<file path="src/rtl/seq_detect_param.sv">
// Run-time configurable Moore serial-pattern detector (1..MAX_LEN bit pattern, overlap/non-overlap).
// Optional saturating match counter: define SEQ_DETECT_COUNT_EN to build it in.
module seq_detect_param #(
    parameter int                  MAX_LEN   = 8,
    parameter logic [MAX_LEN-1:0]  RESET_PAT = MAX_LEN'(8'b0000_0001),
    parameter int                  RESET_LEN = 4,
    parameter int                  CNT_W     = 8,
    parameter int                  LEN_W     = $clog2(MAX_LEN + 1)
) (
    input  logic               clock,
    input  logic               reset,
    input  logic               seq_in,
    input  logic               seq_valid,
    input  logic               cfg_load,
    input  logic [MAX_LEN-1:0] cfg_pattern,
    input  logic [LEN_W-1:0]   cfg_len,
    input  logic               cfg_overlap,
    output logic               seq_out,
    output logic [CNT_W-1:0]   match_count
);

    localparam logic [LEN_W-1:0] MAX_LEN_W   = LEN_W'(MAX_LEN);
    localparam logic [LEN_W-1:0] RESET_LEN_W = LEN_W'(RESET_LEN);

    logic [MAX_LEN-1:0] hist_q;
    logic [MAX_LEN-1:0] pattern_q;
    logic [LEN_W-1:0]   fill_q;
    logic [LEN_W-1:0]   len_q;
    logic               overlap_q;
    logic               match_q;

    logic [MAX_LEN-1:0] hist_next;
    logic [LEN_W-1:0]   fill_next;
    logic [LEN_W-1:0]   cfg_len_clamped;
    logic [MAX_LEN-1:0] len_mask;
    logic               accept;
    logic               match_next;

    assign accept    = seq_valid && !cfg_load;
    assign hist_next = {hist_q[MAX_LEN-2:0], seq_in};
    assign fill_next = (fill_q == len_q) ? len_q : fill_q + 1'b1;

    assign cfg_len_clamped = (cfg_len == '0 || cfg_len > MAX_LEN_W) ? MAX_LEN_W : cfg_len;

    // NOTE: every always_comb output gets a default first so no latch is inferred.
    always_comb begin
        len_mask = '0;
        for (int i = 0; i < MAX_LEN; i++) begin
            if (i < int'(len_q)) len_mask[i] = 1'b1;
        end
    end

    // History bits above len are masked out of the compare.
    assign match_next = (fill_next == len_q) &&
                        (((hist_next ^ pattern_q) & len_mask) == '0);

    // NOTE: sequential state uses non-blocking assignments only, so every flop samples pre-edge values.
    always_ff @(posedge clock or posedge reset) begin
        if (reset) begin
            hist_q    <= '0;
            fill_q    <= '0;
            match_q   <= 1'b0;
            pattern_q <= RESET_PAT;
            len_q     <= RESET_LEN_W;
            overlap_q <= 1'b0;
        end else if (cfg_load) begin
            hist_q    <= '0;
            fill_q    <= '0;
            match_q   <= 1'b0;
            pattern_q <= cfg_pattern;
            len_q     <= cfg_len_clamped;
            overlap_q <= cfg_overlap;
        end else if (accept) begin
            hist_q  <= hist_next;
            match_q <= match_next;
            // Non-overlap mode restarts the fill so the next match needs len fresh bits.
            fill_q  <= (match_next && !overlap_q) ? '0 : fill_next;
        end
    end

    assign seq_out = match_q;

`ifdef SEQ_DETECT_COUNT_EN
    logic [CNT_W-1:0] count_q;

    always_ff @(posedge clock or posedge reset) begin
        if (reset) begin
            count_q <= '0;
        end else if (cfg_load) begin
            count_q <= '0;
        end else if (accept && match_next && count_q != '1) begin
            count_q <= count_q + 1'b1;
        end
    end

    assign match_count = count_q;
`else
    assign match_count = '0;
`endif

endmodule
</file>
<file path="config.mk">
export PLATFORM = sky130hd
export DESIGN_NAME = seq_detect_param
export DESIGN_NICKNAME = d
export VERILOG_FILES = /design/src/rtl/seq_detect_param.sv
export SDC_FILE = /design/constraint.sdc
export NUM_CORES = 1
export LEC_CHECK = 0
export ABC_AREA = 1
export CORE_MARGIN = 4
export CORE_UTILIZATION = 56
export DETAILED_ROUTE_END_ITERATION = 6
export MAX_ROUTING_LAYER = met4
export PLACE_DENSITY = 0.86
export REMOVE_ABC_BUFFERS = 1
export SYNTH_ARGS = -nofsm -noshare
export SYNTH_HDL_FRONTEND = slang
export SYNTH_SLANG_ARGS = --single-unit
</file>
<file path="constraint.sdc">
create_clock -name clock -period 4.8 [get_ports clock]
set_clock_uncertainty 0.2 [all_clocks]
set_input_delay 0.72 -clock clock [delete_from_list [all_inputs] [get_ports clock]]
set_output_delay 0.72 -clock clock [all_outputs]
set_load 0.01 [all_outputs]
</file>
== Word-level counts from Yosys, hierarchy flattened ==
Cells that the tools add are included.
Word-level totals
  register bits: 25
  bits of input ports: 18
  output and inout bits: 9
  word-level logic and storage cells: 46
Cells by class
  $add $sub $neg: 1
  $lt $le $gt $ge: 9
  equality and inequality tests: 2
  multiplexer cells: 17
  bitwise logic cells: 2
  reduce and logical (&&, ||, !) cells: 9
Operators by type and width (number)
  $mux 4: 5
  $lt 3x4->1 const A: 4
  $mux 7: 2
  $mux 1: 10
  $and 8x8->8: 1
  $eq 4x4->1: 2
  $logic_not 8->1: 1
  $lt 1x4->1 const A: 2
  $lt 2x4->1 const A: 2
  $xor 8x8->8: 1
  $add 4x1->4 const B: 1
  $gt 4x4->1 const B: 1
  $logic_not 4->1: 1
  $logic_and 1x1->1: 3
  $logic_not 1->1: 2
  $reduce_bool 2->1: 1
  $logic_or 1x1->1: 1

== Logic depth before layout (Yosys ltp) ==
Gate-level depths: netlist (run 1).
  depth in word-level cells: 9
  mapped depth: 13
  mapped depth without buffers: 11

== Worst setup path before layout (run 1) ==
OpenSTA, ideal clock, no wires.
  kind: input to register
  start: in seq_in
  end: reg fill_q[0]
  setup time: 0.117 ns
  arrival time: 1.429 ns
  required time: 4.483 ns
  slack: 3.054 ns
  cell stages on the path: 11
  path buffers: 0
  path through: inv_1 > nand2_1 > nand2_1 > nand2_1 > nand2_1 > nor2_1 > nand3_1 > nor2_4 > nand4_4 > nand2_1 > nand2_1
On the way
  cells in the longest elaborated chain, start to end: 8
Ends and longest elaborated chain
  start, declared: RTL line 12  | input logic seq_in,
  $xor 8x8->8: RTL line 55  | (((hist_next ^ pattern_q) & len_mask) == '0);
  $and 8x8->8: RTL line 55
  $logic_not 8->1: RTL line 55
  $logic_and 1x1->1: RTL line 54  | assign match_next = (fill_next == len_q) &&
  $logic_and 1x1->1: RTL line 77  | fill_q <= (match_next && !overlap_q) ? '0 : fill_next;
  $mux 4: RTL line 77
  $mux 4: RTL line 73  | end else if (accept) begin
  $mux 4: RTL line 66  | end else if (cfg_load) begin
  end signal, assigned: RTL line 77
  end, declared: RTL line 27  | logic [LEN_W-1:0] fill_q;
Every way passes these cells. The select of a mux whose other input is x is not followed.
A chain may end at the register's enable or synchronous reset.

== Final worst setup path (run 1) ==
  start: in cfg_load
  end: reg hist_q[0]
On the way
  cells in the longest elaborated chain, start to end: 3
  elaborated cells on any way between the ends: 4
  classes of those cells: mux (1); reduce/logical (3)
Ends and longest elaborated chain
  start, declared: RTL line 14  | input logic cfg_load,
  $logic_not 1->1: RTL line 39  | assign accept = seq_valid && !cfg_load;
  $logic_and 1x1->1: RTL line 39
  $reduce_bool 2->1 (no source line)
  end signal, assigned: RTL line 74  | hist_q <= hist_next;
  end, declared: RTL line 25  | logic [MAX_LEN-1:0] hist_q;
Parallel ways exist; a longest one is shown, timed or not.

==> reports/results.tsv, run 1 <==
metric	value	unit
status	complete, no violations	
r2r startpoint	len_q[2]$_DFFE_PP1P_	
Hold Startpoint	seq_out$_DFFE_PP0P_	
Crit Path Max Fanout	23	
GR Util All Layers	19.6	%
# diodes	0	
Critical Path RT	4850	ps
Die W	60.3	µm
slowest stage delay, CP	760	ps
Slowest-stage cell, CP	clkdlybuf4s50_1	
Tmin final	2410	ps
DP HPWL	2230	µm
peak supply drop	221	µV
Final setup viols	0	
max_cap viols	0	
cell row count	18	
grt ovf	0	
clock buffer depth	2	
Via-to-Cell Ratio	5.08	
total clock sinks	25	
Final period util	50.2	%
Iteration-0 DRC Markers	32	
Avg Cell Area, Syn	7.22	µm²
WP data arrival	2460	ps
combinational power share	28.5	%
WP buf/inv	2	
Placer Congestion	0.871	
fillcell total	205	
first-pass GRT wire length	5200	µm
P&R area growth vs syn	11.9	%
nets	248	
Clock power frac	20.3	%
cells after synthesis	212	
post-cts gate resize count	0	
Root Buffer	clkbuf_4	
Crit. Startpoint	cfg_load	
Setup Buffers After CTS	0	
via count	1310	
share of layout cells above drive strength 1	9.65	%
largest net degree at the start of global routing	26	
Die Ht	60.3	µm
total power	0.000480	W
Placement Setup Slack	2040	ps
commonest non-fill, non-tap cells in the layout	nand2_1, inv_1, dfrtp_1, clkdlybuf4s50_1, nor2_1	
final worst slack	2390	ps
Switching Share	35.1	%
die area	3630	µm²
Routed WL	3020	µm
Setup crit end kind	flip-flop	
Clk Latency, worst-skew pair	320	ps
unrepaired setup endpoints after global routing	false	
Reg power frac	51.2	%
H-tree level count	1	
most common cell after layout, fill and taps aside	nand2_1	
clock-pin slew on the worst setup and hold paths	140	ps
CTS tree	built	
PwrDens	280	nW/µm²
vias in the first global route	1193	
CP Cell Sequence	clkdlybuf4s50_1 -> nor2_1 -> inv_1 -> o22ai_1	
Int Pwr	0.000311	W
HP Class	reg -> reg	
drt first pass iters	4	
core footprint	2540	µm²
Initial Util	60.1	%
crit start category	input port	
IO Pins	27	
Synth Warn #	0	
setup tns final	0	ps
CP top delay family	buffers and inverters	
register area share after synthesis	41.0	%
Static Leak	0.866	nW
final-report max-slew violation count	0	
synthesized area	1530	µm²
CTS Buf Count	3	
antenna-violating nets left	0	
Fin Hold WS	307	ps
# port buffers	18	
DRC errors left	0	
# hold bufs at CTS	0	
Achievable Freq	415	MHz
Sw Pwr	0.000168	W
initial antenna violation count	0	
library cells used by synthesis	26	
max_slew headroom	38.3	%
Avg WL per Cell	11.7	µm
WS Path Type	in -> reg	
Least-Margin Pin Slew	924	ps
Synth Register Bits	25	
final hold vios	0	
[path summary, 6_finish.rpt]
kind	slack (ps)	cells past startpoint	to
min in group asynchronous	710	2	overlap_q$_DFFE_PP0P_
worst min register to register	310	2	seq_out$_DFFE_PP0P_
worst min-delay path	310	2	seq_out$_DFFE_PP0P_
worst max-delay path	2390	4	hist_q[0]$_DFFE_PP0P_
worst max register to register	2790	11	fill_q[3]$_DFFE_PP0P_
max in group asynchronous	3130	2	hist_q[3]$_DFFE_PP0P_
[kinds of logic after synthesis]
group / Yosys count / share of synthesized area [%]
other: 1 / 0.245
buffers and inverters: 48 / 14.5
xor gates and xnor gates: 2 / 1.14
and+or+nand+nor: 110 / 32.5
AOI/OAI and AO/OA: 25 / 9.81
adders and majority gates: 1 / 0.818
DFF: 25 / 41.0
[state kept, by name, indices dropped and copies added, names as in the netlist]
name       count
seq_out        1
hist_q         7
pattern_q      8
fill_q         4
overlap_q      1
len_q          4
[metrics by stage]
stage / instances / area (µm²) / utilization (%)
after floorplan: 206 / 1470 / -
after global placement: 254 / 1680 / 66.2
after detailed placement: 254 / 1680 / 66.2
after CTS: 258 / 1710 / 67.3
after global routing: 258 / 1710 / 67.3
final: 258 / 1710 / 67.3
[cell type report]
cell class	count	area, µm²	share of cell area, %
multi-input combinational	146	707	41.3
clock buffer	3	22.5	1.32
clock inverter	1	5.00	0.292
inverter	35	131	7.68
timing repair buffer	18	180	10.5
sequential	25	628	36.7
tap	30	37.5	2.19
[layer usage]
layer	up-vias	wire (µm)	track usage, %
met4	0	48	6.65
met3	5	148	1.30
met2	33	1420	31.5
met5	-	0	-
met1	601	1400	26.2
li1	671	-	-
[power groups by stage]
stage | clock network (W) | logic (W) | registers, W
6_report | 0.0000973 | 0.000137 | 0.000246
2_1_floorplan | 0 | 0.000102 | 0.000244
5_1_grt | 0.000107 | 0.000155 | 0.000248
3_3_place_gp | 0 | 0.000132 | 0.000249
3_5_place_dp | 0 | 0.000135 | 0.000249
4_1_cts | 0.0000972 | 0.000137 | 0.000245
[tightest hold or removal path: cells and delay by family, from the launching register on]
family	cells	cell delay [ps]
flip-flops	1	370
AO/OA/AOI/OAI	1	50
AND/OR/NAND/NOR	1	70
[cell usage after synthesis]
| master | count | area (µm²) |
|---|---|---|
| nor2_4 | 2 | 22.5 |
| nand2_1 | 73 | 274 |
| nand2_4 | 1 | 11.3 |
| nand4_4 | 1 | 21.3 |
| o22ai_1 | 9 | 56.3 |
| nand3_2 | 2 | 20.0 |
| nand3b_1 | 1 | 7.51 |
| nand4_1 | 1 | 6.26 |
| xnor2_1 | 2 | 17.5 |
| o21ai_0 | 10 | 50.1 |
| clkbuf_1 | 3 | 11.3 |
| nand2_2 | 3 | 18.8 |
| inv_2 | 4 | 15.0 |
| conb_1 | 1 | 3.75 |
| nor2_2 | 2 | 12.5 |
| a211oi_1 | 4 | 30.0 |
| dfrtp_1 | 23 | 576 |
| o21ai_2 | 1 | 8.76 |
| nor2_1 | 14 | 52.6 |
| buf_4 | 9 | 67.6 |
| ha_1 | 1 | 12.5 |
| dfstp_2 | 2 | 52.6 |
| a21oi_1 | 1 | 5.00 |
| buf_6 | 1 | 11.3 |
| inv_1 | 31 | 116 |
| nand3_1 | 10 | 50.1 |
(Power assumes the default switching activity.)
==> run 2, diff against run 1 <==
Settings changed: CORE_UTILIZATION 56 to 52, PLACE_DENSITY 0.86 to 0.81.
Clock period 4.8 ns to 2.3 ns, I/O delays scaled along.
==> run 2 against run 1 <==
Net effect: sequential share of layout area decreased by 0.50 points; hold slack lost 160 ps; die area grew 6.6%; total power rose by 110%; non-clock buffer count increased by 3; first-iteration DRC count increased by 69%.
==> reports/results.tsv, run 2 (synthesis results as in run 1) <==
metric	value	unit
clock-pin slew on the worst setup and hold paths	140	ps
setup tns final	0	ps
status	complete, no violations	
Die Ht	62.2	µm
most common cell after layout, fill and taps aside	nand2_1	
share of layout cells above drive strength 1	10.8	%
peak supply drop	399	µV
# hold bufs at CTS	0	
P&R area growth vs syn	13.4	%
# port buffers	18	
core footprint	2780	µm²
Placer Congestion	0.878	
commonest non-fill, non-tap cells in the layout	nand2_1, inv_1, dfrtp_1, clkdlybuf4s50_1, nor2_1	
vias in the first global route	1307	
cell row count	19	
Critical Path RT	2330	ps
most used cell, CP	nand2_1	
RR Endpoint	fill_q[2]$_DFFE_PP0P_	
# diodes	0	
post-route cell area	1740	µm²
Crit Path Max Fanout	15	
Achievable Freq	496	MHz
Setup Buffers After CTS	0	
PwrDens	577	nW/µm²
CP Cell Sequence	inv_2 -> nand2_1 -> nand2_1 -> nor2_2 -> nand2_2 -> nand3_1 -> nand2_4 -> nor2_4 -> nand4_4 -> nand2_1 -> nand2_1	
Tmin final	2010	ps
Via-to-Cell Ratio	5.06	
clock buffer depth	2	
initial antenna violation count	0	
unrepaired setup endpoints after global routing	false	
Biggest register	pattern_q	
fillcell total	273	
slowest stage delay, CP	630	ps
final-report max-slew violation count	0	
post-cts gate resize count	0	
nets	251	
largest net degree at the start of global routing	26	
placed inst area	1710	µm²
Largest register FFs	8	
final hold vios	0	
Initial Util	55.0	%
Register-to-Register Path Depth	11	
Final setup viols	0	
WP data arrival	2040	ps
Root Buffer	clkbuf_4	
total clock sinks	25	
WS Path Type	reg -> reg	
Final period util	87.6	%
Static Leak	0.880	nW
Slowest-stage cell, CP	dfstp_2	
DRC errors left	0	
drt first pass iters	4	
DP HPWL	2240	µm
biggest regs	pattern_q x8, hist_q x7	
Routed WL	3030	µm
Iteration-0 DRC Markers	54	
grt ovf	0	
first-pass GRT wire length	5580	µm
GR Util All Layers	17.7	%
IO Pins	27	
Clk Latency, worst-skew pair	320	ps
HP Class	in -> async	
CTS tree	built	
Setup crit end kind	flip-flop	
antenna-violating nets left	0	
H-tree level count	1	
max_cap viols	0	
r2r startpoint	len_q[2]$_DFFE_PP1P_	
R2R Setup Slk	290	ps
Avg WL per Cell	11.6	µm
Die W	62.2	µm
die area	3870	µm²
via count	1327	
CTS Buf Count	3	
crit start category	flip-flop	
-- run 2: changes by cell type in the layout (fill, tap and decap cells not counted) --
cell	previous run	this run
buf_4	0	3
-- run 2: layout make-up --
class,count,area [µm²],share of cell area [%]
clock inverter,1,5.00,0.288
clock buffer,3,22.5,1.30
inverter,35,131,7.57
timing repair buffer,21,203,11.7
tap,31,38.8,2.24
multi-input combinational,146,707,40.7
sequential,25,628,36.2
-- run 2: worst max-delay path by stage --
stage                               startpoint  slack [ps]  cells after the start                    end
after global placement                  seq_in         350                     12  fill_q[3]$_DFFE_PP0P_
after CTS                 len_q[2]$_DFFE_PP1P_         300                     11  fill_q[3]$_DFFE_PP0P_
after global routing      len_q[3]$_DFFE_PP0P_         110                     11  fill_q[2]$_DFFE_PP0P_
after floorplan           len_q[2]$_DFFE_PP1P_         520                     11  fill_q[0]$_DFFE_PP0P_
final                     len_q[2]$_DFFE_PP1P_         290                     11  fill_q[2]$_DFFE_PP0P_
after detailed placement                seq_in         320                     12  fill_q[3]$_DFFE_PP0P_
-- run 2: per-layer routing --
layer  global-route usage [%]  routed length (µm)  vias to the layer above
li1                         -                   -                      683
met1                     22.2                1360                      612
met2                     29.1                1510                       27
met3                     1.80                 101                        5
met4                     7.32                  57                        0
met5                        -                   0                        -
-- run 2: report_power, final --
group          switching (W)  leakage [nW]  internal [W]
logic               0.000176         0.542      0.000114
clock network       0.000134        0.0177     0.0000653
registers          0.0000389         0.320      0.000474
-- run 2: through the flow --
step / hold WS (ps) / utilization, % / cells / total power (W) / setup slack (ps)
floorplan: 171 / - / 206 / 0.000722 / 520
global placement: 269 / 61.4 / 258 / 0.000798 / 348
detailed placement: 277 / 61.4 / 258 / 0.000806 / 320
CTS: 159 / 62.4 / 262 / 0.00101 / 304
global route: 207 / 62.4 / 262 / 0.00108 / 113
finish: 151 / 62.4 / 262 / 0.00100 / 285
-- run 2: critical path, delay by kind of cell (launching register included) --
| family | cells | cell delay, ps |
|---|---|---|
| simple gates | 10 | 1020 |
| flops | 1 | 630 |
| buf+inv | 1 | 80 |
==> run 3, diff against run 2 <==
Settings changed: CTS_CLUSTER_DIAMETER from default to 150, MAX_ROUTING_LAYER met4 to default.
Clock period 2.3 ns to 1.9 ns, I/O delays scaled along.
==> run 3 against run 2 <==
Net effect: total power grew 30%; critical endpoint is now fill_q[1]$_DFFE_PP0P_; routed wire length grew 5.7%; global-route usage shrank 0.41 points; highest routed layer unchanged; hold slack lost 56 ps; sequential share of layout area shrank 2.9 points; via count grew 2.8%; clock power grew 19%; sequential power grew 21%.
==> reports/results.tsv, run 3 (synthesis results as in run 1) <==
metric	value	unit
drt first pass iters	4	
Iteration-0 DRC Markers	39	
share of layout cells above drive strength 1	20.9	%
clock-pin slew on the worst setup and hold paths	140	ps
Final period util	96.4	%
die area	3870	µm²
WS Path Type	reg -> reg	
vias in the first global route	1279	
Biggest register	pattern_q	
Critical Path RT	1920	ps
Die Ht	62.2	µm
Final setup viols	0	
CTS Buf Count	3	
CTS tree	built	
via count	1364	
final-report max-slew violation count	0	
most common cell after layout, fill and taps aside	nand2_1	
grt ovf	0	
DP HPWL	2360	µm
total clock sinks	25	
Avg WL per Cell	11.7	µm
Initial Util	55.0	%
commonest non-fill, non-tap cells in the layout	nand2_1, inv_1, dfrtp_1, clkdlybuf4s50_1, buf_4	
P&R area growth vs syn	24.2	%
unrepaired setup endpoints after global routing	true	
area occupied by multi-input gates	778	µm²
# hold bufs at CTS	0	
final non-filler cell total	275	
fillcell total	233	
peak supply drop	629	µV
Tmin final	1830	ps
Static Leak	0.953	nW
Placed Cells	265	
HP Class	in -> async	
WP data arrival	1850	ps
Setup crit end kind	flip-flop	
GR Util All Layers	17.3	%
Die W	62.2	µm
# diodes	0	
PwrDens	685	nW/µm²
Crit Path Max Fanout	6	
Clk Latency, worst-skew pair	310	ps
Placer Congestion	0.894	
biggest regs	pattern_q x8, hist_q x7	
Achievable Freq	546	MHz
Largest register FFs	8	
DRC errors left	0	
clock buffer depth	2	
Fin Hold WS	95.2	ps
cell row count	19	
status	complete, no violations	
core footprint	2780	µm²
nets	264	
Root Buffer	clkbuf_4	
initial antenna violation count	0	
H-tree level count	1	
Via-to-Cell Ratio	4.96	
sequential cell area	632	µm²
IO Pins	27	
largest net degree at the start of global routing	26	
Routed WL	3210	µm
antenna-violating nets left	0	
first-pass GRT wire length	5550	µm
# port buffers	18	
total power	0.00130	W
final hold vios	0	
crit start category	flip-flop	
Register-to-Register Path Depth	11	
max_cap viols	0	
-- run 3: cell count changes in the layout (fill, tap and decap cells not counted), sizes merged --
cell | previous run | this run
buf | 3 | 15
nand2 | 77 | 78
-- run 3: what timing repair did --
item                                   4_1_cts  5_1_grt
setup endpoints to repair                    0        5
endpoints found under the hold margin        0        0
setup buffers                                0        5
gates resized for setup                      0       17
-- run 3: layer usage --
metal | track usage [%] | wire (µm) | vias up
li1 | - | - | 709
met1 | 23.6 | 1450 | 623
met2 | 28.2 | 1610 | 28
met3 | 1.98 | 109 | 4
met4 | 6.23 | 38 | 0
met5 | 0 | 0 | -
-- run 3: final cells by class --
type | instances | share of cell area [%]
tap | 31 | 2.04
multi-input combinational | 147 | 40.9
timing repair buffer | 33 | 15.4
inverter | 35 | 6.91
clock inverter | 1 | 0.263
clock buffer | 3 | 1.18
sequential | 25 | 33.2
-- run 3: critical path: stages (launching register included) --
cell and delay (ps):
dfstp_2 590, inv_2 60, nand2_2 60, nand2_2 60
nor2_4 120, nand2_4 110, nand2_2 90, nand3_2 70
nor2_4 130, nand4_4 110, nand2_1 90, nand2_1 50
-- run 3: stage by stage --
step           worst slack, ps  util [%]  cell area (µm²)  TNS [ps]
3_3_place_gp              15.0      63.3             1760         0
5_1_grt                  -51.3      68.3             1900      -178
4_1_cts                   2.55      64.3             1790         0
2_1_floorplan              120         -             1470         0
3_5_place_dp             -68.3      63.3             1760      -255
6_report                  69.3      68.3             1900         0
-- run 3: final timing paths --
check / startpoint / to / slack, ps
min: reset / overlap_q$_DFFE_PP0P_ / 100
max: len_q[2]$_DFFE_PP1P_ / fill_q[1]$_DFFE_PP0P_ / 70
max reg2reg: len_q[2]$_DFFE_PP1P_ / fill_q[1]$_DFFE_PP0P_ / 70
min reg2reg: pattern_q[2]$_DFFE_PP0P_ / pattern_q[2]$_DFFE_PP0P_ / 310
min in group clock: cfg_pattern[0] / pattern_q[0]$_DFFE_PP1P_ / 280
max in group asynchronous: reset / pattern_q[0]$_DFFE_PP1P_ / 1110
-- run 3: power by group --
part	total, W	internal [W]	switching, W
clock	0.000237	0.0000786	0.000159
combinational	0.000444	0.000188	0.000256
sequential	0.000622	0.000575	0.0000468
